## config.mk

```make
export PLATFORM = sky130hd
export DESIGN_NAME = rd_data_collect
export DESIGN_NICKNAME = d
export VERILOG_FILES = /design/src/rtl/rd_data_collect.sv
export SDC_FILE = /design/constraint.sdc
export NUM_CORES = 1
export LEC_CHECK = 0
export CAP_MARGIN = 20
export CELL_PAD_IN_SITES_DETAIL_PLACEMENT = 1
export CELL_PAD_IN_SITES_GLOBAL_PLACEMENT = 1
export CORE_ASPECT_RATIO = 2
export CORE_MARGIN = 1.5
export CORE_UTILIZATION = 32
export DETAILED_ROUTE_END_ITERATION = 6
export PLACE_DENSITY = 0.91
export SYNTH_ARGS = -nofsm -noshare
export SYNTH_HDL_FRONTEND = slang
export SYNTH_SLANG_ARGS = --single-unit
```

## constraint.sdc

```tcl
create_clock -name sys_clk -period 8.3 [get_ports sys_clk]
set_input_delay 2.49 -clock sys_clk [delete_from_list [all_inputs] [get_ports sys_clk]]
set_output_delay 2.49 -clock sys_clk [all_outputs]
set_load 0.01 [all_outputs]
```

## src/rtl/rd_data_collect.sv

```systemverilog
// ============================================================================
// rd_data_collect - DDR2 read-data return path: forwards read beats to the
// output FIFO, tracks outstanding read commands and grants rd_en credit.
// Optional watchdog enabled by defining RD_TIMEOUT_EN.  Revision: 1.0
// ============================================================================
`default_nettype none

module rd_data_collect #(
  parameter int DATA_WIDTH      = 64,
  parameter int READ_BURST      = 8,
  parameter int MAX_OUTSTANDING = 8,
  parameter int TIMEOUT_CYCLES  = 255
) (
  input  logic                  sys_clk,
  input  logic                  reset,
  input  logic                  phy_init_done,
  input  logic                  rd_addr_en,
  input  logic                  rd_data_valid,
  input  logic [DATA_WIDTH-1:0] rd_data_fifo_out,
  input  logic                  out_fifo_prog_full,
  output logic                  out_fifo_wr_en,
  output logic [DATA_WIDTH-1:0] out_fifo_din,
  output logic                  rd_en,
  output logic [3:0]            outstanding_cnt,
  output logic                  burst_done,
  output logic                  err_overflow,
  output logic                  err_unexpected,
  output logic                  err_timeout
);

  localparam int              BEATS    = READ_BURST / 2;
  localparam int              BW       = (BEATS > 1) ? $clog2(BEATS) : 1;
  localparam logic [BW-1:0]   LAST_BEAT = BW'(BEATS - 1);
  localparam logic [3:0]      MAX_CNT  = 4'(MAX_OUTSTANDING);

  typedef enum logic [1:0] {
    IDLE      = 2'd0,
    WAIT_DATA = 2'd1,
    CAPTURE   = 2'd2
  } state_t;

  state_t                state_q, state_d;
  logic [3:0]            cnt_q, cnt_d;
  logic [BW-1:0]         beat_q, beat_d;
  logic                  wr_en_q, done_q, rd_en_q, rd_en_d;
  logic [DATA_WIDTH-1:0] din_q;
  logic                  ovf_q, unexp_q;
  logic                  accept, last_beat, ovf_set;

  always_comb begin
    accept    = rd_data_valid && (state_q != IDLE);
    last_beat = accept && (beat_q == LAST_BEAT);
    cnt_d     = cnt_q;
    ovf_set   = 1'b0;
    // A command and a completion in the same cycle cancel out.
    if (rd_addr_en && !last_beat) begin
      if (cnt_q == MAX_CNT) ovf_set = 1'b1;
      else                  cnt_d   = cnt_q + 4'd1;
    end else if (last_beat && !rd_addr_en) begin
      cnt_d = cnt_q - 4'd1;
    end
    beat_d = beat_q;
    if (accept) beat_d = last_beat ? '0 : beat_q + BW'(1);
    rd_en_d = phy_init_done && !out_fifo_prog_full &&
              (({1'b0, cnt_q} + {4'd0, rd_addr_en}) < {1'b0, MAX_CNT});
    if (cnt_d == 4'd0)      state_d = IDLE;
    else if (beat_d != '0)  state_d = CAPTURE;
    else                    state_d = WAIT_DATA;
  end

  always_ff @(posedge sys_clk or posedge reset) begin
    if (reset) begin
      state_q <= IDLE;
      cnt_q   <= 4'd0;
      beat_q  <= '0;
      wr_en_q <= 1'b0;
      done_q  <= 1'b0;
      din_q   <= '0;
      rd_en_q <= 1'b0;
      ovf_q   <= 1'b0;
      unexp_q <= 1'b0;
    end else begin
      state_q <= state_d;
      cnt_q   <= cnt_d;
      beat_q  <= beat_d;
      wr_en_q <= accept;
      done_q  <= last_beat;
      if (accept) din_q <= rd_data_fifo_out;
      rd_en_q <= rd_en_d;
      if (ovf_set) ovf_q <= 1'b1;
      if (rd_data_valid && (state_q == IDLE)) unexp_q <= 1'b1;
    end
  end

`ifdef RD_TIMEOUT_EN
  localparam logic [7:0] TIMEOUT_LIM = 8'(TIMEOUT_CYCLES);
  logic [7:0] wd_q;
  logic       tmo_q;

  // Counts idle cycles with reads pending; holds once the limit is hit.
  always_ff @(posedge sys_clk or posedge reset) begin
    if (reset) begin
      wd_q  <= 8'd0;
      tmo_q <= 1'b0;
    end else if ((state_q == IDLE) || rd_data_valid) begin
      wd_q <= 8'd0;
    end else if (wd_q != TIMEOUT_LIM) begin
      wd_q <= wd_q + 8'd1;
      if ((wd_q + 8'd1) == TIMEOUT_LIM) tmo_q <= 1'b1;
    end
  end
  assign err_timeout = tmo_q;
`else
  assign err_timeout = 1'b0;
`endif

  assign out_fifo_wr_en  = wr_en_q;
  assign out_fifo_din    = din_q;
  assign rd_en           = rd_en_q;
  assign outstanding_cnt = cnt_q;
  assign burst_done      = done_q;
  assign err_overflow    = ovf_q;
  assign err_unexpected  = unexp_q;

endmodule

`default_nettype wire

```

==> out/qor.csv <==
stage,metric,value,unit
placed_design,number of buffers inserted by port buffering,142,
cells_and_area,# diodes,0,
grt,largest net degree at the start of global routing,78,
setup_path,arrival time of the worst setup path,5.10,ns
sta,final critical-path share of the clock period,59.0,%
synth,post-synth cell types,37,
routing,count of nets left with antenna violations after detail routing,0,
grt,wire length of the first global-routing pass,15300,µm
floorplan,number of core rows,50,
sta,post-route clock skew,0.00544,ns
sta,number of slew-limit violations in the final report,0,
floorplan,y dimension of the die,142,µm
routing,number of DRC violations after detailed routing,0,
synth,mean area per synthesized cell,9.07,µm²
cells_and_area,share of layout cells above drive strength 1,5.54,%
grt,aggregate global routing overflow,0,
cts,TritonCTS buffer count,9,
floorplan,top-level port count,144,
cts,hold_buf cts,0,
cts,Max Buffers Root-to-Sink,2,
setup_path,required arrival time at the worst endpoint,8.50,ns
setup_path,reg-to-reg critical path startpoint,state_q[1]$_DFF_PP0_,
setup_path,RR Endpoint,state_q[0]$_DFF_PP0_,
floorplan,starting utilization of the core area,33.2,%
routing,"wirelength, routed",9770,µm
routing,Via density,4.78,
synth,proportion of register bits with asynchronous set or reset after synthesis,100,%
sta,final hold violation count,0,
cts,count of instances resized after the clock tree is built,0,
placed_design,Setup WS pre-CTS,3.06,ns
cells_and_area,area grow syn2layout,58.9,%
sta,setup repair after global routing missed its margin,no,
setup_path,nature of the critical path endpoint,flop,
cts,post-CTS setup buffers,0,
grt,number of global-route vias before repair,3227,
synth,number of synthesized flops with an enable pin,0,
cts,clock root buffer master,sky130_fd_sc_hd__clkbuf_16,
setup_path,worst setup path startpoint,rd_data_valid,
sta,Tightest Pin Transition,0.986,ns
synth,post-synthesis cell area,3110,µm²
sta,highest achievable clock rate,204,MHz
setup_path,sort of element at the start of the critical path,input port,
cts,worst-skew pair later-pin latency,0.33,ns
setup_path,last element of the critical path,state_q[0]$_DFF_PP0_,
cells_and_area,fin nets,555,
setup_path,"reg-to-reg slack, setup",5.62,ns
grt,antenna violations before repair,0,
synth,register area share after synthesis,61.9,%
sta,Fin Setup TNS,0,ns
synth,Main synth FF type,sky130_fd_sc_hd__dfrtp_1,
sta,slew margin rel.,34.3,%
routing,routed vias,2825,
power,Leak Pwr,2.37,nW
placed_design,DP HPWL,7000,µm
synth,Mapped Cells,343,
routing,detail-routed net length per standard cell,16.5,µm
synth,synthesized net count,416,
synth,count of state elements after synthesis,77,
cts,TritonCTS clock tree,built,
floorplan,area of the core region,9380,µm²
min_path,path type of the worst min-delay path,flop to flop,
grt,Overall Global Routing Usage,19.4,%
cts,# clock sinks,77,
sta,number of setup violations in the final report,0,
synth,total of warnings raised by yosys,0,
sta,Period minus WS final,4.90,ns
min_path,launch instance of the worst min-delay path,err_unexpected$_DFFE_PP0P_,
cts,number of H-tree branching levels,3,
floorplan,die boundary width,72.7,µm
routing,DR pass1 iterations,5,
power,maximum vdd ir drop,0.163,mV
routing,number of design-rule violations left by the first detailed-router iteration,151,
sta,Setup WS post-layout,3.40,ns
setup_path,R2R depth,7,
outcome,status,"finished, final reports clean",
setup_path,Worst Setup Path Type,input port to flop,
setup_path,top fanout value on the critical path,72,
floorplan,total die area,10400,µm²
power,power per cell area,365,nW/µm²
cts,clock-pin slew of the registers on the worst-case setup and hold paths,0.05,ns
power,final total power,0.00180,W
placed_design,Placer Congestion,0.745,
job,max_cap viols,0,
[per-stage QoR]
step	instances	cell area, µm²	hold slack [ns]	utilization (%)
after floorplan	343	3110	0.466	-
final	591	4940	0.460	52.7
after global routing	591	4940	0.482	52.7
after global placement	575	4620	0.439	49.2
after CTS	591	4940	0.468	52.7
after detailed placement	575	4620	0.455	49.2
[flip-flops by register name, summed over array words and instances (netlist names)]
signal and cells:
out_fifo_wr_en 1, outstanding_cnt 4, err_overflow 1, out_fifo_din 64
state_q 2, beat_q 2, burst_done 1, err_unexpected 1
rd_en 1
[routing by layer]
layer	part of all wire [%]	vias to the layer above	track usage, %	wire (µm)
met4	3.0	0	9.33	294
met3	3.7	20	4.18	363
met5	0	-	0	0
met1	35	1382	18.9	3400
li1	-	1340	-	-
met2	58	83	36.9	5710
[synth_stat cells, types with 2 or more instances]
| master | count | area, µm² |
|---|---|---|
| sky130_fd_sc_hd__buf_2 | 2 | 10.0 |
| sky130_fd_sc_hd__buf_4 | 2 | 15.0 |
| sky130_fd_sc_hd__clkbuf_1 | 8 | 30.0 |
| sky130_fd_sc_hd__ha_1 | 3 | 37.5 |
| sky130_fd_sc_hd__nand3b_1 | 2 | 15.0 |
| sky130_fd_sc_hd__nor2_1 | 3 | 11.3 |
| sky130_fd_sc_hd__nand2_1 | 203 | 762 |
| sky130_fd_sc_hd__xnor2_1 | 2 | 17.5 |
| sky130_fd_sc_hd__or3_2 | 2 | 15.0 |
| sky130_fd_sc_hd__buf_1 | 4 | 15.0 |
| sky130_fd_sc_hd__o211ai_1 | 2 | 15.0 |
| sky130_fd_sc_hd__nand3_1 | 2 | 10.0 |
| sky130_fd_sc_hd__a31oi_1 | 2 | 12.5 |
| sky130_fd_sc_hd__nand4b_1 | 2 | 17.5 |
| sky130_fd_sc_hd__a21oi_1 | 3 | 15.0 |
| sky130_fd_sc_hd__inv_1 | 4 | 15.0 |
| sky130_fd_sc_hd__dfrtp_1 | 77 | 1930 |
[cell type report]
type | instances | area (µm²)
fill | 1063 | 4440
clock inverter | 4 | 70.1
multi-input combinational | 244 | 1100
clock buffer | 12 | 256
inverter | 6 | 26.3
tap | 104 | 130
sequential | 77 | 1930
timing repair buffer | 144 | 1440
[power breakdown]
group	internal (W)	switching [W]	total, W	leakage (nW)
Sequential	0.000533	0.000115	0.000649	0.939
Clock	0.000279	0.000147	0.000425	0.163
Combinational	0.000381	0.000350	0.000731	1.27
Total	0.00119	0.000612	0.00180	2.37
[cells in the final DEF (no fill, tap or decap), types with 2 or more instances in the layout]
cell | netlist | final
sky130_fd_sc_hd__clkdlybuf4s50_1 | 0 | 142
sky130_fd_sc_hd__nand3_1 | 2 | 2
sky130_fd_sc_hd__nand4b_1 | 2 | 2
sky130_fd_sc_hd__nand3b_1 | 2 | 2
sky130_fd_sc_hd__dfrtp_1 | 77 | 77
sky130_fd_sc_hd__ha_1 | 3 | 3
sky130_fd_sc_hd__buf_4 | 2 | 2
sky130_fd_sc_hd__a31oi_1 | 2 | 2
sky130_fd_sc_hd__clkinv_2 | 0 | 3
sky130_fd_sc_hd__nor2_1 | 3 | 3
sky130_fd_sc_hd__clkbuf_8 | 0 | 2
sky130_fd_sc_hd__inv_1 | 4 | 3
sky130_fd_sc_hd__or3_2 | 2 | 2
sky130_fd_sc_hd__clkbuf_16 | 0 | 9
sky130_fd_sc_hd__nand2_1 | 203 | 203
sky130_fd_sc_hd__o211ai_1 | 2 | 2
sky130_fd_sc_hd__bufinv_16 | 0 | 2
sky130_fd_sc_hd__a21oi_1 | 3 | 3
sky130_fd_sc_hd__xnor2_1 | 2 | 2
[worst max-delay path, stage by stage]
cell	delay [ns]
sky130_fd_sc_hd__clkdlybuf4s50_1	0.59
sky130_fd_sc_hd__o21ai_4	0.08
sky130_fd_sc_hd__buf_4	0.34
sky130_fd_sc_hd__inv_4	0.63
sky130_fd_sc_hd__nand2_1	0.21
sky130_fd_sc_hd__o22a_1	0.23
sky130_fd_sc_hd__a2111oi_2	0.42
sky130_fd_sc_hd__a21oi_1	0.07
[worst min path at each step]
stage	endpoint	slack [ns]	depth (start not counted)
after global routing	err_unexpected$_DFFE_PP0P_	0.48	1
after detailed placement	err_unexpected$_DFFE_PP0P_	0.45	1
after floorplan	beat_q[1]$_DFF_PP0_	0.47	2
final	err_unexpected$_DFFE_PP0P_	0.46	1
after global placement	err_unexpected$_DFFE_PP0P_	0.44	1
after CTS	err_unexpected$_DFFE_PP0P_	0.47	1
[logic make-up after synthesis]
logic type	Yosys count	share of synthesized area (%)
flip-flops	77	61.9
XOR/XNOR	2	0.563
adder cells (fa/ha/maj)	3	1.21
AND/OR/NAND/NOR	221	28.5
AO/OA/AOI/OAI	16	4.30
other	1	0.121
multiplexers	1	0.322
buffers and inverters	22	3.06
Power figures use the tool's default switching activity.
